**config.mk**
```make
export PLATFORM = sky130hd
export DESIGN_NAME = param_stall_pipe
export DESIGN_NICKNAME = d
export VERILOG_FILES = /design/src/rtl/param_stall_pipe_pkg.sv /design/src/rtl/param_stall_pipe_stage.sv /design/src/rtl/param_stall_pipe.sv
export SDC_FILE = /design/constraint.sdc
export NUM_CORES = 1
export LEC_CHECK = 0
export CAP_MARGIN = 20
export CORE_MARGIN = 5
export CORE_UTILIZATION = 44
export CTS_CLUSTER_DIAMETER = 80
export DETAILED_ROUTE_END_ITERATION = 10
export HOLD_SLACK_MARGIN = 0.03
export PLACE_DENSITY = 0.76
export SLEW_MARGIN = 25
export SYNTH_ARGS = -nofsm -noshare
export SYNTH_HDL_FRONTEND = slang
export SYNTH_SLANG_ARGS = --single-unit
```
**constraint.sdc**
```tcl
create_clock -name clk -period 4.4 [get_ports clk]
set_input_delay 0.88 -clock clk [delete_from_list [all_inputs] [get_ports clk]]
set_output_delay 0.88 -clock clk [all_outputs]
set_load 0.02 [all_outputs]
```
**src/rtl/param_stall_pipe_pkg.sv**
```systemverilog
`default_nettype none
// ============================================================================
//  Module   : param_stall_pipe_pkg
//  Purpose  : Shared helpers for the stall pipeline: the per-stage affine
//             operation and the occupancy-counter width.
//  Revision : 1.0 - initial release
// ============================================================================
package param_stall_pipe_pkg;

   // Widest data path the stage op supports. The product of two operands
   // needs 2*W bits, and the op works at 64 bits.
   localparam int c_max_w = 32;

   // Affine stage operation on a W-bit value carried in a 64-bit container.
   // The product is formed exactly (both operands fit in 32 bits), then
   // reduced modulo 2^w. Pass-through still masks so the caller sees a
   // clean W-bit result in the low bits.
   function automatic logic [63:0] stage_op(
      input logic [63:0] x,
      input logic        mode,
      input int          w,
      input logic [31:0] mul,
      input logic [31:0] add
   );
      logic [63:0] mask;
      logic [63:0] xm;
      logic [63:0] prod;
      mask = (64'd1 << w) - 64'd1;
      xm   = x & mask;
      prod = xm * {32'd0, mul} + {32'd0, add};
      stage_op = mode ? (prod & mask) : xm;
   endfunction

   // Bits needed to hold an occupancy of 0..depth.
   function automatic int cnt_width(input int depth);
      return $clog2(depth + 1);
   endfunction

endpackage
`default_nettype wire

```
**src/rtl/param_stall_pipe_stage.sv**
```systemverilog
`default_nettype none
// ============================================================================
//  Module   : pipe_stage
//  Purpose  : One pipeline stage. Holds vld/dat/mode/tag and loads from its
//             source when the source is valid, the stage is not stalled, and
//             the stage is either empty or draining this cycle.
//  Revision : 1.0 - initial release
// ============================================================================
module pipe_stage
   import param_stall_pipe_pkg::*;
#(
   parameter int W   = 4,
   parameter int MUL = 2,
   parameter int ADD = 1
) (
   input  logic         clk,
   input  logic         rst,
   input  logic         src_vld,
   input  logic [W-1:0] src_data,
   input  logic         src_mode,
   input  logic         src_tag,
   input  logic         stall,
   input  logic         leave,
   output logic         go,
   output logic         vld,
   output logic [W-1:0] dat,
   output logic         mode,
   output logic         tag
);

   logic         vld_q,  vld_d;
   logic [W-1:0] dat_q,  dat_d;
   logic         mode_q, mode_d;
   logic         tag_q,  tag_d;
   logic [63:0]  w_op;
   logic         w_unused_op;

   // Load condition: source present, not stalled, room now or freed this cycle.
   always_comb go = src_vld & ~stall & (~vld_q | leave);

   // Stage op on the incoming value, using the mode travelling with it.
   always_comb w_op = stage_op(64'(src_data), src_mode, W, 32'(MUL), 32'(ADD));

   // Upper bits of the 64-bit op result are always zero for W <= 32.
   always_comb w_unused_op = ^w_op[63:W];

   // Next state: load wins over leave so a simultaneous drain+load keeps vld.
   always_comb begin
      vld_d  = vld_q;
      dat_d  = dat_q;
      mode_d = mode_q;
      tag_d  = tag_q;
      if (go) begin
         vld_d  = 1'b1;
         dat_d  = w_op[W-1:0];
         mode_d = src_mode;
         tag_d  = src_tag;
      end else if (leave) begin
         vld_d  = 1'b0;
      end
   end

   // Stage registers; reset clears the whole payload, not just the valid.
   always_ff @(posedge clk) begin
      if (rst) begin
         vld_q  <= 1'b0;
         dat_q  <= '0;
         mode_q <= 1'b0;
         tag_q  <= 1'b0;
      end else begin
         vld_q  <= vld_d;
         dat_q  <= dat_d;
         mode_q <= mode_d;
         tag_q  <= tag_d;
      end
   end

   assign vld  = vld_q;
   assign dat  = dat_q;
   assign mode = mode_q;
   assign tag  = tag_q;

endmodule
`default_nettype wire

```
**src/rtl/param_stall_pipe.sv**
```systemverilog
`default_nettype none
// ============================================================================
//  Module   : param_stall_pipe
//  Purpose  : DEPTH-stage in-order pipeline with valid/ready at both ends,
//             a per-stage stall input, and a tag bit riding with each
//             transaction. Each stage optionally applies x*MUL+ADD mod 2^W.
//  Revision : 1.0 - initial release
// ============================================================================
module param_stall_pipe
   import param_stall_pipe_pkg::*;
#(
   parameter int W     = 4,   // data width, 1..32
   parameter int DEPTH = 3,   // number of stages, >= 2
   parameter int MUL   = 2,
   parameter int ADD   = 1
) (
   input  logic                          clk,
   input  logic                          rst,
   input  logic                          in_valid,
   output logic                          in_ready,
   input  logic [W-1:0]                  in_data,
   input  logic                          in_mode,
   input  logic                          in_tag,
   input  logic [DEPTH-1:0]              stall_in,
   output logic                          out_valid,
   input  logic                          out_ready,
   output logic [W-1:0]                  out_data,
   output logic                          out_tag,
   output logic [cnt_width(DEPTH)-1:0]   count
);

   localparam int C_CNT_W = cnt_width(DEPTH);

   logic [DEPTH-1:0] w_vld;
   logic [DEPTH-1:0] w_go;
   logic [DEPTH-1:0] w_leave;
   logic [DEPTH-1:0] w_mode;
   logic [DEPTH-1:0] w_tag;
   logic [W-1:0]     w_dat [DEPTH];

   logic [C_CNT_W-1:0] count_q, count_d;

   // Ready chain, evaluated from the output back toward stage 0 so a full
   // pipe can accept and drain in the same cycle without a bubble.
   always_comb begin
      w_leave = '0;
      w_leave[DEPTH-1] = w_vld[DEPTH-1] & out_ready;
      for (int i = DEPTH - 2; i >= 0; i--) begin
         w_leave[i] = w_vld[i] & ~stall_in[i+1] & (~w_vld[i+1] | w_leave[i+1]);
      end
   end

   // Stage 0 accepts when not stalled and empty or draining.
   always_comb in_ready = ~stall_in[0] & (~w_vld[0] | w_leave[0]);

   generate
      for (genvar gi = 0; gi < DEPTH; gi++) begin : g_stage
         logic         w_src_vld;
         logic [W-1:0] w_src_dat;
         logic         w_src_mode;
         logic         w_src_tag;

         if (gi == 0) begin : g_src_in
            assign w_src_vld  = in_valid;
            assign w_src_dat  = in_data;
            assign w_src_mode = in_mode;
            assign w_src_tag  = in_tag;
         end else begin : g_src_prev
            assign w_src_vld  = w_vld[gi-1];
            assign w_src_dat  = w_dat[gi-1];
            assign w_src_mode = w_mode[gi-1];
            assign w_src_tag  = w_tag[gi-1];
         end

         pipe_stage #(
            .W   (W),
            .MUL (MUL),
            .ADD (ADD)
         ) u_stage (
            .clk      (clk),
            .rst      (rst),
            .src_vld  (w_src_vld),
            .src_data (w_src_dat),
            .src_mode (w_src_mode),
            .src_tag  (w_src_tag),
            .stall    (stall_in[gi]),
            .leave    (w_leave[gi]),
            .go       (w_go[gi]),
            .vld      (w_vld[gi]),
            .dat      (w_dat[gi]),
            .mode     (w_mode[gi]),
            .tag      (w_tag[gi])
         );
      end
   endgenerate

   // Occupancy: +1 on entry, -1 on exit, unchanged when both or neither.
   always_comb begin
      count_d = count_q;
      unique case ({w_go[0], w_leave[DEPTH-1]})
         2'b10:   count_d = count_q + C_CNT_W'(1);
         2'b01:   count_d = count_q - C_CNT_W'(1);
         default: count_d = count_q;
      endcase
   end

   // Occupancy register.
   always_ff @(posedge clk) begin
      if (rst) count_q <= '0;
      else     count_q <= count_d;
   end

   assign out_valid = w_vld[DEPTH-1];
   assign out_data  = w_dat[DEPTH-1];
   assign out_tag   = w_tag[DEPTH-1];
   assign count     = count_q;

endmodule
`default_nettype wire

```
==> results by group, run 1 <==
Global route
  – Antenna violations before repair: 0
  – Overall Global Routing Usage: 0.124
  – First-pass GRT wire length: 3.30 mm
  – Vias in the first global route: 770
  – Grt ovf: 0
  – Largest net degree at the start of global routing: 25

STA
  – Post-route clock period utilization: 0.782
  – Final hold violations: 0
  – Setup violators final: 0
  – Setup Skew: 3.65 ps
  – Fin worst setup slack: 960 ps
  – Final Slew Violations: 0
  – Clock period minus worst slack: 3440 ps
  – Fin Setup TNS: 0 ps
  – Fmax: 0.291 GHz
  – Hold_ws: 495 ps
  – Unrepaired setup endpoints after global routing: false
  – Worst slew margin: 0.439
  – Slew at the pin closest to its max-slew limit: 839 ps

Drt
  – Number of DRC markers in iteration 0: 6
  – DR WL/cell: 12.6 um
  – Vias: 796
  – Total Wirelength: 1.92 mm
  – # DRC: 0
  – Drt pass-1 iters: 4
  – Final ANT Viol Nets: 0
  – Routed vias/inst: 5.24

Critical path
  – CP max FO: 4
  – CP top delay family: buffers and inverters
  – Critical Path RT: 3520 ps
  – Crit path launch type: primary input
  – WP data arrival: 2560 ps
  – CP bufs+invs: 2
  – Critical Path Slowest Stage Cell: clkdlybuf4s50_1
  – CP Cell Sequence: clkdlybuf4s50_1, or2_4, o21a_4, nor2_1, clkdlybuf4s50_1
  – CP max stage delay: 610 ps
  – CP Class: primary input to output pin
  – CP Capture Type: output pin
  – Crit path top cell by count: clkdlybuf4s50_1

Placement
  – Placed Cells: 148
  – Post-DP Area: 1270 um^2
  – GP Congestion: 0.763
  – Pre-CTS WS: 968 ps
  – PortBufs: 21
  – DP HPWL: 1.49 mm

Layout
  – Post-layout util: 0.583
  – Ant diodes: 0
  – Final nets: 139
  – Area Overhead vs Synth: 24.7%
  – Cell area after layout: 1300 um^2
  – Share of cells above drive strength 1: 0.121
  – Finished Layout Cells: 152

Worst hold path
  – HP Class: register to register

Clock network
  – Post-CTS resize count: 0
  – Clk_lat worst skew: 310 ps
  – Post CTS Setup Buffer Count: 0
  – CTS Buffer Depth: 2
  – Root Buffer: clkbuf_4
  – Clk sink count: 22
  – Hold Buf Count CTS: 0
  – H-tree lvl count: 1
  – Clk slew on worst S/H paths: 110 ps
  – CTS buffer count: 3
  – CTS tree: built

Pwr
  – Leakage: 0.423 nW
  – VDD IR max: 182 uV
  – Power per cell area: 292 nW/um^2
  – Total power: 0.380 mW

Floorplanning
  – Rows: 17
  – Initial Util: 0.468
  – IO Pins: 22
  – Die H: 58.7 um
  – Die X: 58.7 um
  – Core area: 2230 um^2
  – Area of the die: 3450 um^2

Logic synthesis
  – Net count after synthesis: 119
  – Syn Inst Count: 105
  – Post-synth top area share: 0.422
  – YS warnings: 0
  – Top_reg_cell synth: dfxtp_1
  – Top post-synthesis cells by area: dfxtp_1, mux2i_1, a21oi_1, nand2b_1, a211oi_2
  – Synth top cells by count: dfxtp_1, a21oi_1, mux2i_1
  – Synthesized area: 1040 um^2
  – Sequential share of the synthesized area: 0.422
  – Library cells used by synthesis: 31
  – Mean Syn Cell Area: 9.95 um^2
  – Synth area leader: dfxtp_1
  – Ys async rst share: 0
  – Count leader, synth: dfxtp_1
  – Yosys reg bits: 22
  – Post-synth EDFFs: 0

Run
  – Max_cap viols: 0

Status
  – Outcome: completed
==> worst paths after layout <==
| path | startpoint | to | slack (ps) | cells past startpoint |
|---|---|---|---|---|
| max | stall_in[2] | in_ready | 960 | 5 |
| min | count[1] | count[1] | 490 | 2 |
| max reg2reg | g_stage[2].u_stage.vld | count[1] | 2460 | 7 |
| min reg2reg | count[1] | count[1] | 490 | 2 |
==> power breakdown <==
part	switching (mW)	internal, mW
sequential	0.00615	0.207
combinational	0.0268	0.0296
clock	0.0594	0.0506
total	0.0924	0.288
==> metal layers <==
| metal | vias up | global-route usage | routed length, um |
|---|---|---|---|
| met5 | - | 0 | 0 |
| met4 | 0 | 0.0388 | 29 |
| met3 | 5 | 0.0482 | 113 |
| met2 | 20 | 0.199 | 916 |
| met1 | 354 | 0.151 | 862 |
| li1 | 417 | - | - |
==> worst register-to-register path, stage by stage (launching register included) <==
cell	delay, ps
dfxtp_1	360
nor2b_4	170
o21a_4	240
nor2_4	180
inv_1	60
ha_1	320
or3_1	380
a21oi_1	140
==> cells by family after synthesis <==
family | share of synthesized area
AOI/OAI and AO/OA | 0.228
and+or+nand+nor | 0.181
DFF | 0.422
muxes | 0.115
buffers and inverters | 0.0263
xor gates and xnor gates | 0.0168
adders and majority gates | 0.0120
==> area by class of cell <==
type	instances	area (um^2)
timing repair buffer	21	210
inverter	1	3.75
tap	28	35.0
multi-input combinational	76	577
sequential	22	440
fill	209	931
clock buffer	4	36.3
==> state kept, by name, summed over array words and instances, names as in the netlist <==
register and flops:
g_stage.u_stage.dat 12, g_stage.u_stage.mode 2, count 2, g_stage.u_stage.tag 3, g_stage.u_stage.vld 3
==> cells in the final DEF (no fill, tap or decap) <==
master	instances
a311oi_1	4
ha_1	1
xnor2_1	1
nor2_1	9
o21a_1	1
nand2b_1	8
clkdlybuf4s50_1	21
clkbuf_8	1
nand3_1	1
a21oi_1	13
nor4_2	1
o21ai_0	2
inv_1	1
and2_1	1
clkbuf_4	3
nand4b_1	1
nor2b_4	1
or3_1	1
o21a_4	1
or2_4	1
a211oi_1	4
mux2i_1	12
nor2_4	2
xor2_1	1
nor3_1	1
dfxtp_1	22
a211oi_2	3
nand2_1	1
o21ai_4	2
nor2b_1	2
o21ai_1	1
No activity file was read; power rests on OpenSTA's default activity.
==> run 2, diff against run 1 <==
==> constraint.sdc (replaced) <==
create_clock -name clk -period 3.45 [get_ports clk]
set_input_delay 0.69 -clock clk [delete_from_list [all_inputs] [get_ports clk]]
set_output_delay 0.69 -clock clk [all_outputs]
set_load 0.02 [all_outputs]
==> results by group, run 2 (synthesis results as in run 1) <==
Floorplanning
  – Core area: 2230 um^2 (unchanged)
  – Die X: 58.7 um (unchanged)
  – Die H: 58.7 um (unchanged)
  – Area of the die: 3450 um^2 (unchanged)
  – IO Pins: 22 (unchanged)
  – Rows: 17 (unchanged)
  – Initial Util: 0.468 (unchanged)

Drt
  – DR WL/cell: 13.0 um (was 12.6 um)
  – Vias: 824 (was 796)
  – Number of DRC markers in iteration 0: 8 (was 6)
  – Drt pass-1 iters: 4 (unchanged)
  – Total Wirelength: 1.97 mm (was 1.92 mm)
  – Final ANT Viol Nets: 0 (unchanged)
  – Routed vias/inst: 5.42 (was 5.24)
  – # DRC: 0 (unchanged)

Pwr
  – VDD IR max: 300 uV (was 182 uV)
  – Leakage: 0.423 nW (unchanged)
  – Power per cell area: 375 nW/um^2 (was 292 nW/um^2)

Placement
  – GP Congestion: 0.764 (was 0.763)
  – Post-DP Area: 1270 um^2 (unchanged)
  – PortBufs: 21 (unchanged)
  – DP HPWL: 1.50 mm (was 1.49 mm)
  – Placed Cells: 148 (unchanged)

Layout
  – # fillers: 217 (was 209)
  – Share of cells above drive strength 1: 0.121 (unchanged)
  – Most common cell after layout, fill and taps aside: dfxtp_1 (unchanged)
  – Cell area after layout: 1300 um^2 (unchanged)
  – Most frequent cells in the layout: dfxtp_1, clkdlybuf4s50_1, a21oi_1 (unchanged)
  – Final nets: 139 (unchanged)
  – Reg area: 440 um^2 (unchanged)
  – Finished Layout Cells: 152 (unchanged)
  – Area Overhead vs Synth: 24.7% (unchanged)
  – Max reg flops: 12 (unchanged)
  – Area taken by multi-input logic gates: 577 um^2 (unchanged)
  – Ant diodes: 0 (unchanged)

Clock network
  – Clk_lat worst skew: 310 ps (about the same)
  – Root Buffer: clkbuf_4 (unchanged)
  – Hold Buf Count CTS: 0 (unchanged)
  – Post CTS Setup Buffer Count: 0 (unchanged)
  – CTS Buffer Depth: 2 (unchanged)
  – H-tree lvl count: 1 (unchanged)
  – CTS tree: built (unchanged)
  – Post-CTS resize count: 0 (unchanged)
  – Clk sink count: 22 (unchanged)
  – CTS buffer count: 3 (unchanged)
  – Clk slew on worst S/H paths: 120 ps (was 110 ps)

Global route
  – Overall Global Routing Usage: 0.127 (was 0.124)
  – Antenna violations before repair: 0 (unchanged)
  – Largest net degree at the start of global routing: 25 (unchanged)
  – First-pass GRT wire length: 3.36 mm (was 3.30 mm)
  – Grt ovf: 0 (unchanged)
  – Vias in the first global route: 822 (was 770)

STA
  – Hold_ws: 487 ps (was 495 ps)
  – Fmax: 0.328 GHz
  – Setup Skew: 1.77 ps (was 3.65 ps)
  – Worst slew margin: 0.423 (was 0.439)
  – Final Slew Violations: 0 (unchanged)
  – Fin Setup TNS: 0 ps (unchanged)
  – Slew at the pin closest to its max-slew limit: 863 ps (was 839 ps)
  – Unrepaired setup endpoints after global routing: false (unchanged)
  – Final hold violations: 0 (unchanged)
  – Post-route clock period utilization: 0.883
  – Clock period minus worst slack: 3050 ps
  – Setup violators final: 0 (unchanged)

Critical path
  – CP Capture Type: output pin (unchanged)
  – WP data arrival: 2360 ps (was 2560 ps)
  – CP Class: primary input to output pin (unchanged)
  – Critical Path RT: 2760 ps (was 3520 ps)
  – Crit path launch type: primary input (unchanged)
  – CP max FO: 4 (unchanged)

Worst hold path
  – HP Class: register to register (unchanged)

Run
  – Max_cap viols: 0 (unchanged)

Status
  – Outcome: completed (unchanged)
run 2: cell counts in the layout (fill, tap and decap cells not counted):
No cell type changed its count.
run 2: critical path, stage by stage:
cell             delay (ps)
clkdlybuf4s50_1         470
or2_4                   280
o21a_4                  220
nor2_1                   80
clkdlybuf4s50_1         610
run 2: layout make-up:
cell class	count	area share
well taps	28	0.0269
flip-flops and latches	22	0.338
multi-input cells	76	0.443
inverters	1	0.00288
repair buffers	21	0.161
clock buffers	4	0.0279
run 2: stage by stage:
stage                     setup slack (ps)  power, mW   util
final                                  404      0.489  0.583
after global routing                   341      0.509  0.583
after CTS                              396      0.494  0.583
after detailed placement               408      0.351  0.567
after global placement                 407      0.349  0.567
after floorplan                       1220      0.321      -
run 2: path summary, 6_finish.rpt:
kind / end / cells past startpoint / slack (ps) / startpoint
worst max-delay path: in_ready / 5 / 400 / stall_in[2]
worst min-delay path: g_stage[1].u_stage.tag / 2 / 490 / g_stage[1].u_stage.tag
worst max register to register: count[1] / 7 / 1510 / g_stage[2].u_stage.vld
worst min register to register: g_stage[1].u_stage.tag / 2 / 490 / g_stage[1].u_stage.tag
run 2: where the power goes:
| group | internal (mW) | switching [mW] | total [mW] |
|---|---|---|---|
| clock network | 0.0645 | 0.0797 | 0.144 |
| logic | 0.0378 | 0.0347 | 0.0725 |
| registers | 0.264 | 0.00786 | 0.272 |
run 2: routing by layer:
layer  GRT usage  routed length, um
met2       0.211                921
met1       0.141                880
met4      0.0518                 34
met3      0.0548                133
met5           0                  0
==> run 3, diff against run 2 <==
--- a/config.mk
+++ b/config.mk
@@ -7,11 +7,11 @@
 export LEC_CHECK = 0
 export CAP_MARGIN = 20
 export CORE_MARGIN = 5
-export CORE_UTILIZATION = 44
+export CORE_UTILIZATION = 49
 export CTS_CLUSTER_DIAMETER = 80
 export DETAILED_ROUTE_END_ITERATION = 10
 export HOLD_SLACK_MARGIN = 0.03
-export PLACE_DENSITY = 0.76
+export PLACE_DENSITY = 0.83
 export SLEW_MARGIN = 25
 export SYNTH_ARGS = -nofsm -noshare
 export SYNTH_HDL_FRONTEND = slang
==> results by group, run 3 (synthesis results as in run 1) <==
Floorplanning
  – Die X: 56.2 um (was 58.7 um)
  – Core area: 2000 um^2 (was 2230 um^2)
  – Initial Util: 0.522 (was 0.468)
  – IO Pins: 22 (unchanged)
  – Die H: 56.2 um (was 58.7 um)
  – Rows: 16 (was 17)
  – Area of the die: 3160 um^2 (was 3450 um^2)

Global route
  – Grt ovf: 0 (unchanged)
  – Antenna violations before repair: 0 (unchanged)
  – Vias in the first global route: 893 (was 822)
  – First-pass GRT wire length: 3.69 mm (was 3.36 mm)
  – Overall Global Routing Usage: 0.146 (was 0.127)
  – Largest net degree at the start of global routing: 25 (unchanged)

STA
  – Final hold violations: 0 (unchanged)
  – Fin worst setup slack: 398 ps (was 404 ps)
  – Unrepaired setup endpoints after global routing: false (unchanged)
  – Worst slew margin: 0.430 (was 0.423)
  – Fmax: 0.328 GHz (about the same)
  – Clock period minus worst slack: 3050 ps (about the same)
  – Setup Skew: 3.61 ps (was 1.77 ps)
  – Final Slew Violations: 0 (unchanged)
  – Slew at the pin closest to its max-slew limit: 852 ps (was 863 ps)
  – Post-route clock period utilization: 0.885 (was 0.883)
  – Setup violators final: 0 (unchanged)
  – Fin Setup TNS: 0 ps (unchanged)

Layout
  – Most common cell after layout, fill and taps aside: dfxtp_1 (unchanged)
  – Ant diodes: 0 (unchanged)
  – Share of cells above drive strength 1: 0.121 (unchanged)
  – Max reg flops: 12 (unchanged)
  – Most frequent cells in the layout: dfxtp_1, clkdlybuf4s50_1, a21oi_1 (unchanged)
  – Final nets: 139 (unchanged)
  – Cell area after layout: 1300 um^2 (about the same)
  – Area Overhead vs Synth: 24.6% (was 24.7%)

Drt
  – Routed vias/inst: 5.60 (was 5.42)
  – Final ANT Viol Nets: 0 (unchanged)
  – # DRC: 0 (unchanged)
  – Vias: 845 (was 824)
  – Total Wirelength: 1.99 mm (was 1.97 mm)
  – DR WL/cell: 13.2 um (was 13.0 um)
  – Drt pass-1 iters: 4 (unchanged)
  – Number of DRC markers in iteration 0: 5 (was 8)

Pwr
  – Leakage: 0.423 nW (unchanged)
  – Psw: 0.120 mW (was 0.122 mW)
  – Design internal power: 0.367 mW (about the same)
  – VDD IR max: 233 uV (was 300 uV)
  – Switching part of the total power: 0.246 (was 0.250)
  – Total power: 0.486 mW (was 0.489 mW)
  – Power per cell area: 374 nW/um^2 (was 375 nW/um^2)
  – Comb pwr share: 0.151 (was 0.148)
  – Clock power frac: 0.289 (was 0.295)
  – Sequential share of power: 0.560 (was 0.557)

Clock network
  – H-tree lvl count: 1 (unchanged)
  – Clk_lat worst skew: 310 ps (about the same)
  – CTS buffer count: 3 (unchanged)
  – Post-CTS resize count: 0 (unchanged)
  – CTS tree: built (unchanged)
  – Post CTS Setup Buffer Count: 0 (unchanged)
  – Root Buffer: clkbuf_4 (unchanged)
  – Clk sink count: 22 (unchanged)
  – Hold Buf Count CTS: 0 (unchanged)
  – CTS Buffer Depth: 2 (unchanged)
  – Clk slew on worst S/H paths: 110 ps (was 120 ps)

Placement
  – PortBufs: 21 (unchanged)
  – Post-DP Area: 1260 um^2 (was 1270 um^2)
  – DP HPWL: 1.57 mm (was 1.50 mm)
  – Pre-CTS WS: 383 ps (was 408 ps)
  – GP Congestion: 0.799 (was 0.764)

Critical path
  – RR Startpoint: g_stage[1].u_stage.vld (was g_stage[2].u_stage.vld)
  – Critical Path RT: 2760 ps (about the same)
  – CP Capture Type: output pin (unchanged)
  – CP Class: primary input to output pin (unchanged)
  – WP data arrival: 2360 ps (about the same)
  – Worst R2R End: count[1] (unchanged)
  – CP max FO: 4 (unchanged)
  – Crit path launch type: primary input (unchanged)
  – Reg2Reg Depth: 7 (unchanged)
  – Reg2Reg Setup Slack: 1510 ps (about the same)

Run
  – Max_cap viols: 0 (unchanged)

Worst hold path
  – HP Class: register to register (unchanged)
  – Cells on Worst Hold Path: 2 (unchanged)
  – Hold path endpoint: g_stage[1].u_stage.tag (unchanged)
  – Hold Crit Start: g_stage[1].u_stage.tag (unchanged)

Status
  – Outcome: completed (unchanged)
run 3: per-layer routing:
layer | up-vias | wire (um) | GRT usage
li1 | 415 | - | -
met1 | 398 | 834 | 0.164
met2 | 24 | 991 | 0.240
met3 | 8 | 103 | 0.0394
met4 | 0 | 60 | 0.0949
met5 | - | 0 | 0
run 3: critical path: stages:
cell and delay (ps):
clkdlybuf4s50_1 480, or2_4 280, o21a_4 220, nor2_1 80, clkdlybuf4s50_1 610
run 3: how the worst max path moves through the flow:
stage	cells past startpoint	to	from
3_5_place_dp	5	in_ready	stall_in[2]
2_1_floorplan	7	count[1]	stall_in[1]
3_3_place_gp	5	in_ready	stall_in[2]
4_1_cts	5	in_ready	stall_in[2]
6_report	5	in_ready	stall_in[2]
5_1_grt	5	in_ready	stall_in[2]
run 3: power groups by stage:
| stage | Sequential [mW] | Clock (mW) | Combinational (mW) |
|---|---|---|---|
| floorplan | 0.279 | 0 | 0.0419 |
| global placement | 0.278 | 0 | 0.0707 |
| detailed placement | 0.278 | 0 | 0.0735 |
| CTS | 0.272 | 0.144 | 0.0737 |
| global route | 0.274 | 0.155 | 0.0806 |
| finish | 0.272 | 0.141 | 0.0734 |
run 3: final cells by class:
cell class	count	area, um^2
clock buffer	4	36.3
fill	168	701
inverter	1	3.75
multi-input combinational	76	577
sequential	22	440
tap	27	33.8
timing repair buffer	21	210
run 3: metrics by stage:
stage,hold slack [ps],std cells,utilization
after floorplan,445,105,-
after global placement,467,147,0.632
after detailed placement,480,147,0.632
after CTS,496,151,0.650
after global routing,531,151,0.650
final,491,151,0.650
